$ cat src/rtl/telemetry_tx.sv
// telemetry_tx
// Builds 6-byte status frames (header, distance hi/lo, angle, direction,
// checksum) and hands them one byte at a time to a UART transmitter using its
// start/finish handshake. Frames are started by send_req or by a free-running
// period timer, and only while enable is high.
//
// Ports:
//   sys_clk      system clock
//   rst          synchronous active-high reset
//   enable       gates new frames; a frame in flight always completes
//   send_req     one-cycle request for a frame
//   distance     12-bit ultrasonic distance
//   angle        8-bit servo angle code
//   direction    2-bit motor direction code
//   tx_finish    UART finish flag (async, low while the transmitter is busy)
//   tx_start     byte-start request to the UART
//   tx_data      byte being offered to the UART
//   frame_busy   high from LOAD until the frame ends or is aborted
//   frame_done   one-cycle pulse after the last byte completes
//   tx_timeout   one-cycle pulse when a handshake wait gives up
//   frame_count  completed frames, wraps at 16 bits
module telemetry_tx #(
    parameter int         PERIOD_CYCLES  = 10_000_000,
    parameter logic [7:0] HEADER         = 8'hA7,
    parameter int         TIMEOUT_CYCLES = 1_000_000
) (
    input  logic        sys_clk,
    input  logic        rst,
    input  logic        enable,
    input  logic        send_req,
    input  logic [11:0] distance,
    input  logic [7:0]  angle,
    input  logic [1:0]  direction,
    input  logic        tx_finish,
    output logic        tx_start,
    output logic [7:0]  tx_data,
    output logic        frame_busy,
    output logic        frame_done,
    output logic        tx_timeout,
    output logic [15:0] frame_count
);

    localparam int PW = (PERIOD_CYCLES > 1) ? $clog2(PERIOD_CYCLES) : 1;
    localparam int TW = (TIMEOUT_CYCLES > 1) ? $clog2(TIMEOUT_CYCLES) : 1;
    localparam logic [PW-1:0] PER_LAST = PW'(PERIOD_CYCLES - 1);
    localparam logic [TW-1:0] TO_LAST  = TW'(TIMEOUT_CYCLES - 1);

    typedef enum logic [2:0] {IDLE, LOAD, START, WAIT_DONE, NEXT} state_t;

    state_t        state;
    logic          fin_meta, fin_s;
    logic [PW-1:0] per_cnt;
    logic          tick;
    logic          pending;
    logic          load_go;
    logic [2:0]    idx;
    logic [TW-1:0] wait_cnt;
    logic [3:0]    snap_dhi;
    logic [7:0]    snap_dlo;
    logic [7:0]    snap_ang;
    logic [1:0]    snap_dir;
    logic [7:0]    snap_ck;
    logic [7:0]    cur_byte;

    // tx_finish comes from another clock domain
    always_ff @(posedge sys_clk) begin
        if (rst) begin
            fin_meta <= 1'b0;
            fin_s    <= 1'b0;
        end else begin
            fin_meta <= tx_finish;
            fin_s    <= fin_meta;
        end
    end

    // Period timer; held at zero while disabled so the first auto frame
    // comes a full period after enable rises.
    always_ff @(posedge sys_clk) begin
        if (rst || !enable || PERIOD_CYCLES == 0)
            per_cnt <= '0;
        else if (per_cnt == PER_LAST)
            per_cnt <= '0;
        else
            per_cnt <= per_cnt + PW'(1);
    end

    assign tick    = (PERIOD_CYCLES != 0) && enable && (per_cnt == PER_LAST);
    assign load_go = (state == IDLE) && pending && enable && fin_s;

    // A request landing in the same cycle as IDLE->LOAD is kept rather than
    // lost; it simply produces the next frame.
    always_ff @(posedge sys_clk) begin
        if (rst)
            pending <= 1'b0;
        else if ((send_req || tick) && enable)
            pending <= 1'b1;
        else if (load_go)
            pending <= 1'b0;
    end

    always_comb begin
        cur_byte = HEADER;
        case (idx)
            3'd1:    cur_byte = {4'b0, snap_dhi};
            3'd2:    cur_byte = snap_dlo;
            3'd3:    cur_byte = snap_ang;
            3'd4:    cur_byte = {6'b0, snap_dir};
            3'd5:    cur_byte = snap_ck;
            default: cur_byte = HEADER;
        endcase
    end

    always_ff @(posedge sys_clk) begin
        if (rst) begin
            state       <= IDLE;
            tx_start    <= 1'b0;
            tx_data     <= 8'h00;
            frame_busy  <= 1'b0;
            frame_done  <= 1'b0;
            tx_timeout  <= 1'b0;
            frame_count <= 16'h0000;
            idx         <= 3'd0;
            wait_cnt    <= '0;
            snap_dhi    <= 4'h0;
            snap_dlo    <= 8'h00;
            snap_ang    <= 8'h00;
            snap_dir    <= 2'b00;
            snap_ck     <= 8'h00;
        end else begin
            frame_done <= 1'b0;
            tx_timeout <= 1'b0;
            case (state)
                IDLE: begin
                    wait_cnt <= '0;
                    if (load_go) state <= LOAD;
                end
                LOAD: begin
                    snap_dhi   <= distance[11:8];
                    snap_dlo   <= distance[7:0];
                    snap_ang   <= angle;
                    snap_dir   <= direction;
                    snap_ck    <= {4'b0, distance[11:8]} + distance[7:0] + angle + {6'b0, direction};
                    idx        <= 3'd0;
                    frame_busy <= 1'b1;
                    wait_cnt   <= '0;
                    state      <= START;
                end
                START: begin
                    if (!fin_s) begin
                        // UART has taken the byte
                        tx_start <= 1'b0;
                        wait_cnt <= '0;
                        state    <= WAIT_DONE;
                    end else if (wait_cnt == TO_LAST) begin
                        tx_start   <= 1'b0;
                        frame_busy <= 1'b0;
                        tx_timeout <= 1'b1;
                        state      <= IDLE;
                    end else begin
                        tx_start <= 1'b1;
                        tx_data  <= cur_byte;
                        wait_cnt <= wait_cnt + TW'(1);
                    end
                end
                WAIT_DONE: begin
                    if (fin_s) begin
                        state <= NEXT;
                    end else if (wait_cnt == TO_LAST) begin
                        frame_busy <= 1'b0;
                        tx_timeout <= 1'b1;
                        state      <= IDLE;
                    end else begin
                        wait_cnt <= wait_cnt + TW'(1);
                    end
                end
                NEXT: begin
                    wait_cnt <= '0;
                    if (idx == 3'd5) begin
                        frame_done  <= 1'b1;
                        frame_count <= frame_count + 16'd1;
                        frame_busy  <= 1'b0;
                        state       <= IDLE;
                    end else begin
                        idx   <= idx + 3'd1;
                        state <= START;
                    end
                end
                default: state <= IDLE;
            endcase
        end
    end

endmodule

$ cat config.mk
export PLATFORM = sky130hd
export DESIGN_NAME = telemetry_tx
export DESIGN_NICKNAME = d
export VERILOG_FILES = /design/src/rtl/telemetry_tx.sv
export SDC_FILE = /design/constraint.sdc
export NUM_CORES = 1
export LEC_CHECK = 0
export CAP_MARGIN = 20
export CORE_ASPECT_RATIO = 0.9
export CORE_MARGIN = 2
export CORE_UTILIZATION = 52
export DETAILED_ROUTE_END_ITERATION = 8
export HOLD_SLACK_MARGIN = 0.15
export PLACE_DENSITY = 0.75
export SLEW_MARGIN = 5
export SYNTH_ARGS = -nofsm -noshare
export SYNTH_HDL_FRONTEND = slang
export SYNTH_SLANG_ARGS = --single-unit
$ cat constraint.sdc
create_clock -name sys_clk -period 3.6 [get_ports sys_clk]
set_input_delay 0.72 -clock sys_clk [delete_from_list [all_inputs] [get_ports sys_clk]]
set_output_delay 0.72 -clock sys_clk [all_outputs]
set_load 0.01 [all_outputs]
==> results of run 1 <==
cell type report:
type                    count  share of cell area
clock buffers              12              0.0370
clock inverters             3              0.0101
inverters                  24              0.0135
multi-input cells         500               0.493
flip-flops and latches    111               0.333
well taps                 133              0.0249
repair buffers             61              0.0882
placed cells by master (no fill, tap or decap), types with 6 or more instances in the layout:
cell type        netlist  layout
and3_1                10      10
o31ai_1               19      19
nand4_1               18      18
o21ai_0               15      15
nand2b_1              10      10
a222oi_1               8       8
inv_1                 24      24
a211oi_1               7       6
mux2_2                 9       9
mux2i_1                6       6
buf_4                  0       7
nand3_1               29      29
or4_1                 20      20
clkbuf_16              0       9
nor2_1                33      33
xor2_1                15      15
clkdlybuf4s50_1        0      53
and2_1                 7       7
nand2_1               92      92
ha_1                  23      22
a21oi_1               67      67
nor3_1                 8       8
and4_1                 7       7
or3_1                  9       9
nor2b_1               11      11
dfxtp_1              111     111
xnor2_1               10      10
sequential cells by signal (all words and copies together), names as in the netlist, 2 cells and up:
signal       flops
snap_ck          8
snap_ang         8
wait_cnt        20
state            3
tx_data          8
snap_dhi         4
frame_count     16
per_cnt         24
snap_dlo         8
idx              3
snap_dir         2
final timing paths:
path                     from           to  slack, ns
setup / recovery  distance[1]   snap_ck[7]       0.07
hold reg to reg      fin_meta        fin_s       0.45
setup reg to reg   per_cnt[0]  per_cnt[17]       1.03
hold / removal       fin_meta        fin_s       0.45
per-layer routing:
layer / GRT usage / share of wire
met1: 0.293 / 0.48
met2: 0.360 / 0.46
met3: 0.0484 / 0.042
met4: 0.0882 / 0.019
met5: 0 / 0
stage by stage:
step                      instances  setup TNS [ns]
after floorplan                 671               0
after global placement          829          -0.488
after detailed placement        829          -0.777
after CTS                       844               0
after global routing            844               0
final                           844               0
what timing repair did:
action,4_1_cts,5_1_grt
endpoints found under the setup margin,1,2
gates resized for setup,1,2
pin swaps,0,2
hold buffers,0,0
cells by family after synthesis:
logic type,count (synthesis),share of synthesized area
buffers and inverters,60,0.0396
flip-flops,111,0.389
AND/OR/NAND/NOR,277,0.258
multiplexers,16,0.0302
AO/OA/AOI/OAI,153,0.174
XOR/XNOR,25,0.0383
adder cells (fa/ha/maj),29,0.0714
power groups by stage:
stage / Sequential (mW) / Clock (mW) / Combinational [mW]
floorplan: 1.26 / 0 / 0.127
global placement: 1.26 / 0 / 0.189
detailed placement: 1.26 / 0 / 0.197
CTS: 1.23 / 1.08 / 0.202
global route: 1.23 / 1.14 / 0.228
finish: 1.24 / 1.06 / 0.205
worst max-delay path, stage by stage:
cell	delay, ns
clkdlybuf4s50_1	0.48
inv_1	0.06
fa_1	0.53
inv_1	0.05
fa_1	0.45
ha_2	0.22
fa_2	0.34
a211o_1	0.30
a211oi_2	0.29
o211ai_1	0.14
nor3b_1	0.16
==> results.yml, run 1 <==
status:
  status: "finished, final reports clean"
route:
  drtIter0Drc: 366
  wire_per_inst_um: 15.4
  drc: 0
  dr.pass1.iters: 5
  vias_per_cell: 6.04
  routed_wl_um: 13000
  vias: 5094
  ant_nets: 0
cts:
  clock-sinks: 111
  clock_latency_ns: 0.35
  cts_setup_buffers: 0
  clk_pin_slew_worst_paths_ns: 0.07
  cts_buffers: 9
  cts.path.max_buffers: 2
  clockRootBuffer: "clkbuf_16"
  cts_tree: "built"
  htreeDepth: 3
timing:
  finalCritPeriodShare: 0.981
  fin_ws_ns: 0.0682
  slew_violations: 0
  final_hold_viol_count: 0
  setup_violations: 0
  skew_ns: 0.00766
  holdWs_ns: 0.446
  worstMarginPinSlew_ns: 1.02
  max_slew_margin: 0.310
  grt_setup_unrepaired: "false"
  fmax_ghz: 0.283
  period_minus_slack_ns: 3.53
cells_and_area:
  ff_latch_area_sq_um: 2220
  nets: 763
  diodes: 0
  drive_gt1_frac: 0.0605
  design_area_sq_um: 6670
  nFillCells: 913
  area_growth_pct: 16.7
  multiInputGateArea_sq_um: 3290
  post-route-util: 0.620
pwr:
  p_leak_nw: 2.22
  power_frac_comb: 0.082
  seqPwrFrac: 0.494
  p_sw_frac: 0.218
  p_int_mw: 1.96
  power.switching_mw: 0.545
  power_density_nw_per_um2: 375
  power_mw: 2.50
  clockPowerShare: 0.424
  ir_drop_mv: 0.362
critical_path:
  worstPathRequired_ns: 3.83
  start_kind: "input port"
  crit_path_end_kind: "flip-flop"
  reg2reg_depth: 6
  cp.arrival_ns: 3.76
  crit_fanout: 2
  critical_path_class: "input port to flip-flop"
place:
  dpl_worst_slack_ns: -0.422
  place.detailed.hpwl_um: 9010
  port_buffers: 54
  dpl_cell_area_sq_um: 6350
  gp_congestion: 0.839
hold_path:
  min-delay-path-class: "flip-flop to flip-flop"
  whs_path_depth: 1
yosys:
  yosysSeqAreaShare: 0.389
  syn_inst: 671
  dominantRegCellSynth: "dfxtp_1"
  syn_nets: 727
  ys_types: 57
  synth_area_leader_cell: "dfxtp_1"
  synth.top_cell.area_share: 0.389
  yosys-top-cells-area: "dfxtp_1 (39%), nand2_1 (6.0%), a21oi_1 (5.9%), ha_1 (5.0%), or4_1 (2.6%)"
  synth_most_common_cell: "dfxtp_1"
  synth_edf_count: 0
  synth.cell_area_sq_um: 5720
  ys_ff_latch: 111
  avgSynthCellArea_sq_um: 8.52
  yosysWarnings: 0
  ys_top_cells_by_count: "dfxtp_1 (111), nand2_1 (92), a21oi_1 (67)"
  synthArstFlopShare: 0
floorplan:
  core-area_sq_um: 10800
  boundaryPins: 55
  die_w_um: 115
  die_area_sq_um: 11800
  die_y_um: 103
  initial_utilization: 0.531
  rows: 36
grt:
  grt_pass1_wl_um: 21300
  grt_pass1_vias: 4537
  antenna_found_initial: 0
  grt-ovfl-total: 0
  grtUsageTotal: 0.223
  grt_max_degree: 59
run:
  cap_violations: 0
Power figures use the tool's default switching activity.
==> inputs of run 2 (changes only) <==
--- a/config.mk
+++ b/config.mk
@@ -8,10 +8,10 @@
 export CAP_MARGIN = 20
 export CORE_ASPECT_RATIO = 0.9
 export CORE_MARGIN = 2
-export CORE_UTILIZATION = 52
+export CORE_UTILIZATION = 40
 export DETAILED_ROUTE_END_ITERATION = 8
 export HOLD_SLACK_MARGIN = 0.15
-export PLACE_DENSITY = 0.75
+export PLACE_DENSITY = 0.6
 export SLEW_MARGIN = 5
 export SYNTH_ARGS = -nofsm -noshare
 export SYNTH_HDL_FRONTEND = slang
==> run 2 against run 1 <==
Net effect: die area grew 29%; non-clock buffer count increased by 2; largest power group unchanged; final area is 1.2% higher; utilization is 14 points lower; first-iteration DRC count down 25%; worst hold slack worse by 0.0079 ns; global-route usage fell by 4.4 points; sequential power about the same; register-to-register slack improved by 0.08 ns.
==> results.yml, run 2 (synthesis results as in run 1) <==
pwr:
  ir_drop_mv: 0.224
  p_leak_nw: 2.24
  power_density_nw_per_um2: 368
  power_mw: 2.48
critical_path:
  crit_path_end_kind: "flip-flop"
  cp_slowest_cell: "fa_1"
  crit_fanout: 2
  worstPathRequired_ns: 3.85
  critical_path_class: "input port to flip-flop"
  cp_slowest_stage_delay_ns: 0.53
  cp_cell_sequence: "clkdlybuf4s50_1 > inv_1 > fa_1 > inv_1 > fa_1 > ha_1 > fa_1 > a211o_1 > a211oi_2 > o211ai_1 > nor3b_1"
  crit_path_frequent_cell: "fa_1"
  cp.arrival_ns: 3.71
  cp.buffers_inverters: 3
  start_kind: "input port"
  cp_top_family: "adder cells"
cts:
  htreeDepth: 3
  cts_tree: "built"
  clk_pin_slew_worst_paths_ns: 0.07
  clock_latency_ns: 0.36
  cts.path.max_buffers: 2
  cts_setup_buffers: 0
  clock-sinks: 111
  cts_buffers: 9
  clockRootBuffer: "clkbuf_16"
grt:
  grtUsageTotal: 0.179
  grt-ovfl-total: 0
  grt_max_degree: 57
  grt_pass1_vias: 4803
  antenna_found_initial: 0
  grt_pass1_wl_um: 22400
cells_and_area:
  diodes: 0
  area_growth_pct: 18.1
  final_cell_mix: "dfxtp_1 (111), nand2_1 (92), a21oi_1 (67)"
  top_regs: "per_cnt (24), wait_cnt (20), frame_count (16)"
  nFillCells: 1353
  final_common_cell: "dfxtp_1"
  design_area_sq_um: 6750
  largest-register: "per_cnt"
  largest_reg_flops: 24
  drive_gt1_frac: 0.0630
  nets: 765
route:
  drtIter0Drc: 274
  wire_per_inst_um: 14.9
  ant_nets: 0
  vias: 5053
  dr.pass1.iters: 5
  vias_per_cell: 5.57
  routed_wl_um: 13500
  drc: 0
place:
  dpl_cell_area_sq_um: 6440
  gp_congestion: 0.805
  dpl_worst_slack_ns: -0.344
  place.detailed.hpwl_um: 9510
  port_buffers: 54
timing:
  fmax_ghz: 0.289
  slew_violations: 0
  grt_setup_unrepaired: "false"
  skew_ns: 0.00916
  setup_violations: 0
  finalCritPeriodShare: 0.962
  fin_ws_ns: 0.138
  max_slew_margin: 0.412
  period_minus_slack_ns: 3.46
  holdWs_ns: 0.439
  final_hold_viol_count: 0
  worstMarginPinSlew_ns: 0.875
status:
  status: "finished, final reports clean"
floorplan:
  die_y_um: 117
  rows: 41
  boundaryPins: 55
  die_w_um: 130
  initial_utilization: 0.408
  die_area_sq_um: 15300
  core-area_sq_um: 14000
hold_path:
  min-delay-path-class: "flip-flop to flip-flop"
run:
  cap_violations: 0
-- run 2: cell count changes in the layout (fill, tap and decap cells not counted), sizes merged --
| cell | delta |
|---|---|
| clkinv | +2 |
| bufinv | -1 |
| clkinvlp | -1 |
| clkbuf | +1 |
| buf | +2 |
-- run 2: metal layers --
metal	track usage	vias up	wire length, um
met3	0.0443	16	565
met5	0	-	0
met4	0.0524	0	167
met2	0.291	102	6230
met1	0.233	2420	6520
li1	-	2515	-
-- run 2: worst reg2reg max path, cell delays in order, from the launching register on --
cell	delay, ns
dfxtp_1	0.35
inv_1	0.09
ha_1	0.37
nor4bb_1	0.30
buf_4	0.22
nand4_1	0.35
or4_1	0.61
a21oi_1	0.14
-- run 2: repair_timing --
item	4_1_cts	5_1_grt
resized for setup	0	1
setup endpoints to repair	0	1
hold buffers	0	0
-- run 2: where the power goes --
group	switching (mW)	internal [mW]	leakage, nW
logic	0.104	0.0968	1.19
registers	0.00383	1.23	0.895
clock network	0.453	0.595	0.156
total	0.560	1.92	2.24
-- run 2: layout make-up --
| cell class | count | area [sq um] | area share |
|---|---|---|---|
| well taps | 193 | 241 | 0.0358 |
| multi-input cells | 500 | 3280 | 0.486 |
| repair buffers | 63 | 603 | 0.0893 |
| clock buffers | 13 | 270 | 0.0400 |
| flip-flops and latches | 111 | 2220 | 0.329 |
| clock inverters | 3 | 40.0 | 0.00593 |
| inverters | 24 | 90.1 | 0.0133 |
-- run 2: per-stage QoR --
step | TNS, ns | util | cells
2_1_floorplan | 0 | - | 671
3_3_place_gp | -0.527 | 0.460 | 891
3_5_place_dp | -0.701 | 0.460 | 891
4_1_cts | 0 | 0.482 | 907
5_1_grt | 0 | 0.482 | 907
6_report | 0 | 0.482 | 907
-- run 2: final timing paths --
check	start	endpoint	slack, ns	depth (start not counted)
setup / recovery	distance[1]	snap_ck[7]	0.14	11
hold / removal	fin_meta	fin_s	0.44	1
setup reg to reg	idx[1]	frame_count[15]	1.11	7
hold reg to reg	fin_meta	fin_s	0.44	1
